==> config.mk <==
export PLATFORM = sky130hd
export DESIGN_NAME = sd_reg_wr_arbiter
export DESIGN_NICKNAME = d
export VERILOG_FILES = /design/src/rtl/sd_reg_wr_arbiter.sv
export SDC_FILE = /design/constraint.sdc
export NUM_CORES = 1
export LEC_CHECK = 0
export BUFFER_PORTS_ARGS = -buffer_cell sky130_fd_sc_hd__buf_2
export CORE_ASPECT_RATIO = 2
export CORE_UTILIZATION = 38
export CTS_CLUSTER_SIZE = 12
export DETAILED_ROUTE_END_ITERATION = 8
export PLACE_DENSITY = 0.74
export SLEW_MARGIN = 20
export SYNTH_ARGS = -nofsm -noshare
export SYNTH_HDL_FRONTEND = slang
export SYNTH_SLANG_ARGS = --single-unit
==> constraint.sdc <==
create_clock -name CLK -period 2.8 [get_ports CLK]
set_input_delay 0.14 -clock CLK [delete_from_list [all_inputs] [get_ports CLK]]
set_output_delay 0.14 -clock CLK [all_outputs]
set_load 0.03 [all_outputs]
==> src/rtl/sd_reg_wr_arbiter.sv <==
// Register-file write arbiter: round-robin grant across the requesters with an
// optional bounded lock, feeding one registered write port into the register bank.
module sd_reg_wr_arbiter #(
  parameter int N_REQ    = 4,
  parameter int ADDR_W   = 12,
  parameter int DATA_W   = 16,
  parameter int LOCK_MAX = 8,
  parameter int IDX_W    = 2
) (
  input  logic                      CLK,
  input  logic                      RESET,
  input  logic [N_REQ-1:0]          req,
  input  logic [N_REQ-1:0]          req_lock,
  input  logic [N_REQ*ADDR_W-1:0]   req_addr,
  input  logic [N_REQ*DATA_W-1:0]   req_data,
  input  logic [N_REQ*DATA_W-1:0]   req_mask,
  output logic [N_REQ-1:0]          gnt,
  output logic                      reg_wr_en,
  output logic [ADDR_W-1:0]         reg_wr_addr,
  output logic [DATA_W-1:0]         reg_wr_data,
  output logic [DATA_W-1:0]         reg_wr_mask,
  output logic                      locked,
  output logic [IDX_W-1:0]          lock_owner
);

  typedef enum logic {
    ST_ARB    = 1'b0,
    ST_LOCKED = 1'b1
  } state_t;

  // The lock is released on the edge where the counter reaches this value.
  localparam logic [7:0] LOCK_CNT_LAST = 8'(LOCK_MAX - 1);
  localparam logic [IDX_W-1:0] RR_RESET = IDX_W'(N_REQ - 1);

  state_t              state_q;
  logic [IDX_W-1:0]    rr_ptr_q;
  logic [7:0]          lock_cnt_q;
  logic [IDX_W-1:0]    lock_owner_q;
  logic                reg_wr_en_q;
  logic [ADDR_W-1:0]   reg_wr_addr_q;
  logic [DATA_W-1:0]   reg_wr_data_q;
  logic [DATA_W-1:0]   reg_wr_mask_q;

  // Unflattened per-requester write payloads.
  logic [ADDR_W-1:0]   addr_arr [N_REQ];
  logic [DATA_W-1:0]   data_arr [N_REQ];
  logic [DATA_W-1:0]   mask_arr [N_REQ];

  // Grant decision for the current cycle.
  logic                gnt_any;
  logic [IDX_W-1:0]    gnt_idx;
  logic [IDX_W-1:0]    cand;
  logic                hs;

  genvar gi;
  generate
    for (gi = 0; gi < N_REQ; gi++) begin : g_unpack
      assign addr_arr[gi] = req_addr[gi*ADDR_W +: ADDR_W];
      assign data_arr[gi] = req_data[gi*DATA_W +: DATA_W];
      assign mask_arr[gi] = req_mask[gi*DATA_W +: DATA_W];
    end
  endgenerate

  // Pick the grantee: rotating search after rr_ptr in ARB, owner-only in LOCKED.
  always_comb begin
    gnt_any = 1'b0;
    gnt_idx = '0;
    cand    = '0;
    gnt     = '0;
    if (!RESET) begin
      if (state_q == ST_ARB) begin
        for (int off = 1; off <= N_REQ; off++) begin
          cand = IDX_W'((int'(rr_ptr_q) + off) % N_REQ);
          if (!gnt_any && req[cand]) begin
            gnt_any = 1'b1;
            gnt_idx = cand;
          end
        end
      end else begin
        // An idle owner keeps the lock; nobody else is served meanwhile.
        if (req[lock_owner_q]) begin
          gnt_any = 1'b1;
          gnt_idx = lock_owner_q;
        end
      end
      if (gnt_any) begin
        gnt[gnt_idx] = 1'b1;
      end
    end
  end

  // A grant is only ever given to an asserted request, so a grant is a handshake.
  assign hs = gnt_any;

  // Arbitration FSM, lock counter and the registered write port.
  always_ff @(posedge CLK) begin
    if (RESET) begin
      state_q       <= ST_ARB;
      rr_ptr_q      <= RR_RESET;
      lock_cnt_q    <= '0;
      lock_owner_q  <= '0;
      reg_wr_en_q   <= 1'b0;
      reg_wr_addr_q <= '0;
      reg_wr_data_q <= '0;
      reg_wr_mask_q <= '0;
    end else begin
      reg_wr_en_q <= hs;
      if (hs) begin
        reg_wr_addr_q <= addr_arr[gnt_idx];
        reg_wr_data_q <= data_arr[gnt_idx];
        reg_wr_mask_q <= mask_arr[gnt_idx];
        rr_ptr_q      <= gnt_idx;
        lock_owner_q  <= gnt_idx;
      end
      case (state_q)
        ST_ARB: begin
          if (hs && req_lock[gnt_idx]) begin
            state_q    <= ST_LOCKED;
            lock_cnt_q <= 8'd1;
          end
        end
        ST_LOCKED: begin
          // Release on an unlocked owner write or when the hold budget runs out;
          // a write on the forced-release edge is still performed above.
          if ((hs && !req_lock[gnt_idx]) || (lock_cnt_q == LOCK_CNT_LAST)) begin
            state_q    <= ST_ARB;
            lock_cnt_q <= '0;
          end else begin
            lock_cnt_q <= lock_cnt_q + 8'd1;
          end
        end
        default: begin
          state_q    <= ST_ARB;
          lock_cnt_q <= '0;
        end
      endcase
    end
  end

  assign reg_wr_en   = reg_wr_en_q;
  assign reg_wr_addr = reg_wr_addr_q;
  assign reg_wr_data = reg_wr_data_q;
  assign reg_wr_mask = reg_wr_mask_q;
  assign locked      = (state_q == ST_LOCKED);
  assign lock_owner  = lock_owner_q;

endmodule
=== Word-level counts from Yosys, hierarchy flattened ===
Index checks and enable logic that the tools add are counted.

* Bits in registers: 58
* Bits in latches: 0
* Memory bits (writable): 0
* Bits in read-only memories: 0
* Output and inout bits: 52
* Memories kept: 0

* $add $sub $neg: 5
* $mul: 0
* Divide/modulo/power cells: 0
* Magnitude comparators: 9
* Equal/unequal tests: 2
* Shift operators: 0
* Multiplexer cells: 53
* Bitwise logic cells: 2
* Reductions and logical operators: 11

{| class="wikitable"
|+ Operators with widths
! operator !! number
|-
| $bmux 16 s2 || 2
|-
| $mux 16 || 4
|-
| $bmux 12 s2 || 1
|-
| $mux 12 || 2
|-
| $mux 1 || 23
|-
| $lt 2x3->1 const B || 7
|-
| $mux 2 || 8
|-
| $mux 8 || 2
|-
| $pmux 8 s2 || 1
|-
| $bmux 1 s2 || 6
|-
| $add 8x1->8 const B || 1
|-
| $eq 8x3->1 const B || 1
|-
| $mux 4 || 2
|-
| $logic_and 1x1->1 || 6
|-
| $add 2x1->2 const B || 2
|-
| $add 2x2->2 const B || 2
|-
| $logic_not 1->1 || 4
|-
| $ge 3x3->1 const B || 1
|-
| $not 2->3 || 1
|-
| $demux 1 s2 || 1
|-
| $ge 2x1->1 const B || 1
|-
| $ne 2x1->1 const B || 1
|-
| $pmux 1 s2 || 1
|-
| $logic_or 1x1->1 || 1
|-
| $not 1->1 || 1
|}

=== Longest topological paths before layout ===
* Word-level depth: 29
* Gate-level depth with buffers: 11
* Mapped depth without buffers: 8

=== Worst setup path before layout ===
OpenSTA, ideal clock, no wires.

* Path type: register to output
* Start point: register lock_owner_q[0], in the netlist lock_owner[0]
* End point: output gnt[2]
* Data arrival time: 2.319 ns
* Data required time: 2.660 ns
* Setup slack: 0.341 ns
* Cell stages (with the launch flop): 9
* Path through: dfxtp_1 mux4_2 nor2_1 or3_1 buf_6 or2_1 buf_6 clkbuf_1 nor2_1

* Word-level cells in the longest chain between the ends: 11
* Elaborated cells between the ends (all ways): 15
* Classes of those cells: 2 x order compare; 12 x mux; 1 x reduce/logical

{| class="wikitable"
|+ RTL lines
! item !! RTL line !! source
|-
| from (decl) || 38 || <nowiki>logic [IDX_W-1:0] lock_owner_q;</nowiki>
|-
| from (signal assigned) || 113 || <nowiki>lock_owner_q <= gnt_idx;</nowiki>
|-
| $bmux 1 s2 || 81 || <nowiki>if (req[lock_owner_q]) begin</nowiki>
|-
| $mux 1 (implied by the code) || 81 ||
|-
| $mux 2 || 81 ||
|-
| $mux 2 || 71 || <nowiki>if (state_q == ST_ARB) begin</nowiki>
|-
| $mux 2 || 70 || <nowiki>if (!RESET) begin</nowiki>
|-
| $lt 2x3->1 (implied by the code) or $ge 2x1->1 (tied branches) || 87 || <nowiki>gnt[gnt_idx] = 1'b1;</nowiki>
|-
| $logic_and 1x1->1 (implied by the code) || 87 ||
|-
| $mux 1 (implied by the code) || 87 ||
|-
| $demux 1 s2 || 87 ||
|-
| $mux 4 (*) || 86 || <nowiki>if (gnt_any) begin</nowiki>
|-
| $mux 4 (*) || 70 ||
|-
| to (decl) || 17 || <nowiki>output logic [N_REQ-1:0] gnt,</nowiki>
|}

Mark *: on every way between the ends. The rest lies on a longest branch, timed or not. The select of a mux whose other input is x is not followed.

=== Worst setup path after layout ===
* Start point: register lock_owner_q[0], in the netlist lock_owner[0]
* End point: output gnt[1]

The elaborated chain is that of the path after synthesis.

==> summary.txt <==
CTS
  – CTS Sinks: 58
  – CTS tree: done
  – Worst-path clk slew: 50 ps
  – Max H-tree Level: 3
  – Total CTS buffers: 9
  – Postcts setup bufs: 0
  – CTS Buffer Depth: 2
  – CTS Hold Buffers Added: 0
  – Worst skew pair latency: 320 ps
  – CTS Root Cell: clkbuf_16
  – Cts repair resizes: 0

Hold path
  – Worst hold path type: primary input to register
  – Worst hold start: req_data[62]

Floorplan
  – I/O Pins: 238
  – Site Rows: 48
  – Core outline area: 0.008708 sq mm
  – Initial cell density of the core: 0.3974
  – Total die area: 0.009516 sq mm
  – Die width: 69.48 microns
  – Die height: 137.0 microns

Finish
  – Layout cell share with drive strength beyond 1: 0.4107
  – Post-Layout Inst Area: 0.005037 sq mm
  – Synth-to-layout area growth: 45.55%
  – Fin nets: 871
  – Non-filler cells, final: 789
  – ANT cells: 0

Setup path
  – Worst path required time: 2660 ps
  – Reg-to-Reg Start: rr_ptr_q[1]
  – Max FO, Critical Path: 30
  – Crit-path cells: mux4_2 > nor2_1 > or3_1 > clkinv_1 > nand2_2 > buf_12 > nor2_1 > buf_2
  – Startpoint types: register
  – Critical path endpoint category: primary output
  – Worst Path Class, Setup: register to primary output
  – Buffers and inverters on the worst path: 3
  – WP data arrival: 2410 ps
  – Most frequent CP cell: nor2_1
  – Critical Path Max Stage Delay: 520 ps
  – Critical path startpoint: lock_owner[0]
  – Delay-heaviest family, CP: simple AND/OR/NAND/NOR gates
  – Critical path's slowest cell: mux4_2

Logic synthesis
  – Sequential share of the synthesized area: 0.3355
  – FF+latch count, synth: 58
  – EDFF count, synth: 0
  – Yosys warns: 0
  – Gate Count Post-Synth: 454
  – FFs w/ async S/R, synth: 0
  – Post-Synthesis Mean Instance Area: 7.623 sq um
  – Net Count, Synth: 641
  – Main synth FF type: dfxtp_1
  – Synth unique cells: 46
  – Post-synthesis cell area: 0.003461 sq mm

Global route
  – Vias in the first global route: 4191
  – GRT Total Usage: 0.2491
  – Largest net degree at the start of global routing: 31
  – Initial antenna violation count: 1
  – Remaining Overflow, GRT: 0
  – First-pass GRT wire length: 18940 microns

Pwr
  – Worst VDD drop: 719.5 uV
  – Power Dens Cells: 984.6 mW/mm^2
  – Leakage power: 2.560 nW

Timing
  – Final Setup Violations: 0
  – Tcrit/Tclk final: 0.9108
  – Max Slew Vio Count: 0
  – Worst-Margin Slew: 554.0 ps
  – Crit path time final: 2550 ps
  – Final setup skew: 6.688 ps
  – Final Hold Fails: 0
  – Relative slew slack: 0.6302
  – RSZ-0062 raised after global routing: false
  – Setup TNS: 0 ps
  – Worst setup margin: 249.8 ps
  – Achievable Freq: 0.3921 GHz
  – Worst hold margin: 97.18 ps

Drt
  – Antenna Nets Post-Route: 0
  – Residual DRC count: 0
  – DRT Wirelength: 11860 microns
  – DR vias: 4146
  – Vias per inst: 5.255
  – Drt initial violations: 176
  – First drt pass iteration count: 4
  – Wirelength per Cell: 15.04 microns

Placement
  – IO Port Bufs: 237
  – DP Area: 0.004753 sq mm
  – Place WS: 464.2 ps
  – Placed instance count: 773
  – Hpwl dp: 9323 microns
  – RePlAce Congestion: 0.9088

Status
  – Outcome: completed

Job
  – Max Cap Viol: 0
==> cell usage in the layout (no fill, tap or decap), drive strengths merged <==
cell / count
buf: 251
nand2: 91
a21oi: 76
o21ai: 60
dfxtp: 58
mux2i: 46
nor2: 16
clkbuf: 14
inv: 11
mux2: 10
nand3b: 7
nand4: 4
o22ai: 4
nand3: 3
clkinv: 3
nor2b: 2
a21boi: 2
o211ai: 2
or2: 2
nor4: 2
or3: 2
a21o: 2
nor3: 2
xnor2: 2
o211a: 2
o221ai: 2
a2bb2oi: 1
mux4: 1
or3b: 1
and3b: 1
nor3b: 1
o311ai: 1
o31ai: 1
a211oi: 1
and3: 1
o21bai: 1
o22a: 1
or2b: 1
ha: 1
==> worst reg2reg max path: cells and delay by family, from the launching register on <==
family,cells,cell delay (ps)
multiplexers,1,390
AO/OA/AOI/OAI,5,1220
AND/OR/NAND/NOR,1,160
flip-flops,1,450
==> report_power, final <==
part / switching [W] / total (W) / internal [W]
registers: 0.000195 / 0.00136 / 0.00116
logic: 0.00168 / 0.00259 / 0.000908
clock network: 0.000350 / 0.00102 / 0.000667
==> final cells by class <==
cell class | instances | area (sq um)
Fill cell | 861 | 3671
Multi-Input combinational cell | 352 | 2118
Timing Repair Buffer | 251 | 1304
Sequential cell | 58 | 1161
Clock buffer | 14 | 274.0
Tap cell | 100 | 125.1
Inverter | 12 | 45.04
Clock inverter | 2 | 10.01
==> sequential cells by signal, summed over array words and instances, names as in the netlist <==
register	count
reg_wr_data	16
reg_wr_mask	16
reg_wr_addr	12
lock_cnt_q	8
lock_owner	2
rr_ptr_q	2
locked	1
reg_wr_en	1
==> kinds of logic (layout without fill, tap and decap cells) <==
| kind of cell | count (synthesis) | after routing | synth area share |
|---|---|---|---|
| DFF | 58 | 58 | 0.3355 |
| adders and majority gates | 1 | 1 | 0.003615 |
| xor gates and xnor gates | 2 | 2 | 0.005062 |
| and+or+nand+nor | 136 | 136 | 0.1721 |
| AOI/OAI and AO/OA | 156 | 156 | 0.2549 |
| buffers and inverters | 44 | 279 | 0.05676 |
| muxes | 57 | 57 | 0.1721 |
==> per-layer routing <==
metal | part of all wire | wire length [microns] | vias to the layer above | track usage
li1 | - | - | 2053 | -
met1 | 0.37 | 4345 | 1885 | 0.2479
met2 | 0.54 | 6431 | 168 | 0.4757
met3 | 0.052 | 619 | 38 | 0.05081
met4 | 0.039 | 460 | 2 | 0.1315
met5 | 0.00067 | 8 | - | 0
==> path summary, 6_finish.rpt <==
| check | endpoint | slack (ps) | cells past startpoint |
|---|---|---|---|
| hold / removal | reg_wr_data[14] | 100 | 3 |
| hold reg to reg | reg_wr_mask[7] | 460 | 2 |
| setup / recovery | gnt[1] | 250 | 8 |
| setup reg to reg | lock_cnt_q[6] | 440 | 7 |
==> cells in the mapped netlist (2+ instances only) <==
cell,count,share of area
nand3b_1,7,0.015
mux2i_1,46,0.13
dfxtp_1,58,0.34
o21ai_0,57,0.082
buf_2,7,0.010
nor3_1,2,0.0029
a21oi_1,76,0.11
o211ai_1,2,0.0043
nor4_1,2,0.0036
or3_1,2,0.0036
o211a_1,2,0.0058
nor2_1,16,0.017
nand2_1,90,0.098
or2_1,2,0.0036
a21boi_0,2,0.0043
o21ai_1,2,0.0029
o22ai_1,3,0.0054
buf_6,2,0.0065
nand3_1,3,0.0043
clkbuf_1,21,0.023
nand4_1,4,0.0072
inv_1,11,0.012
a21o_1,2,0.0043
nor2b_1,2,0.0036
xnor2_1,2,0.0051
mux2_2,10,0.033
buf_4,2,0.0043
==> metrics by stage <==
step | total power (W) | utilization
detailed placement | 0.003967 | 0.5458
finish | 0.004960 | 0.5784
global route | 0.005293 | 0.5784
CTS | 0.005015 | 0.5784
floorplan | 0.003172 | -
global placement | 0.003906 | 0.5458
Power figures use the tool's default switching activity.
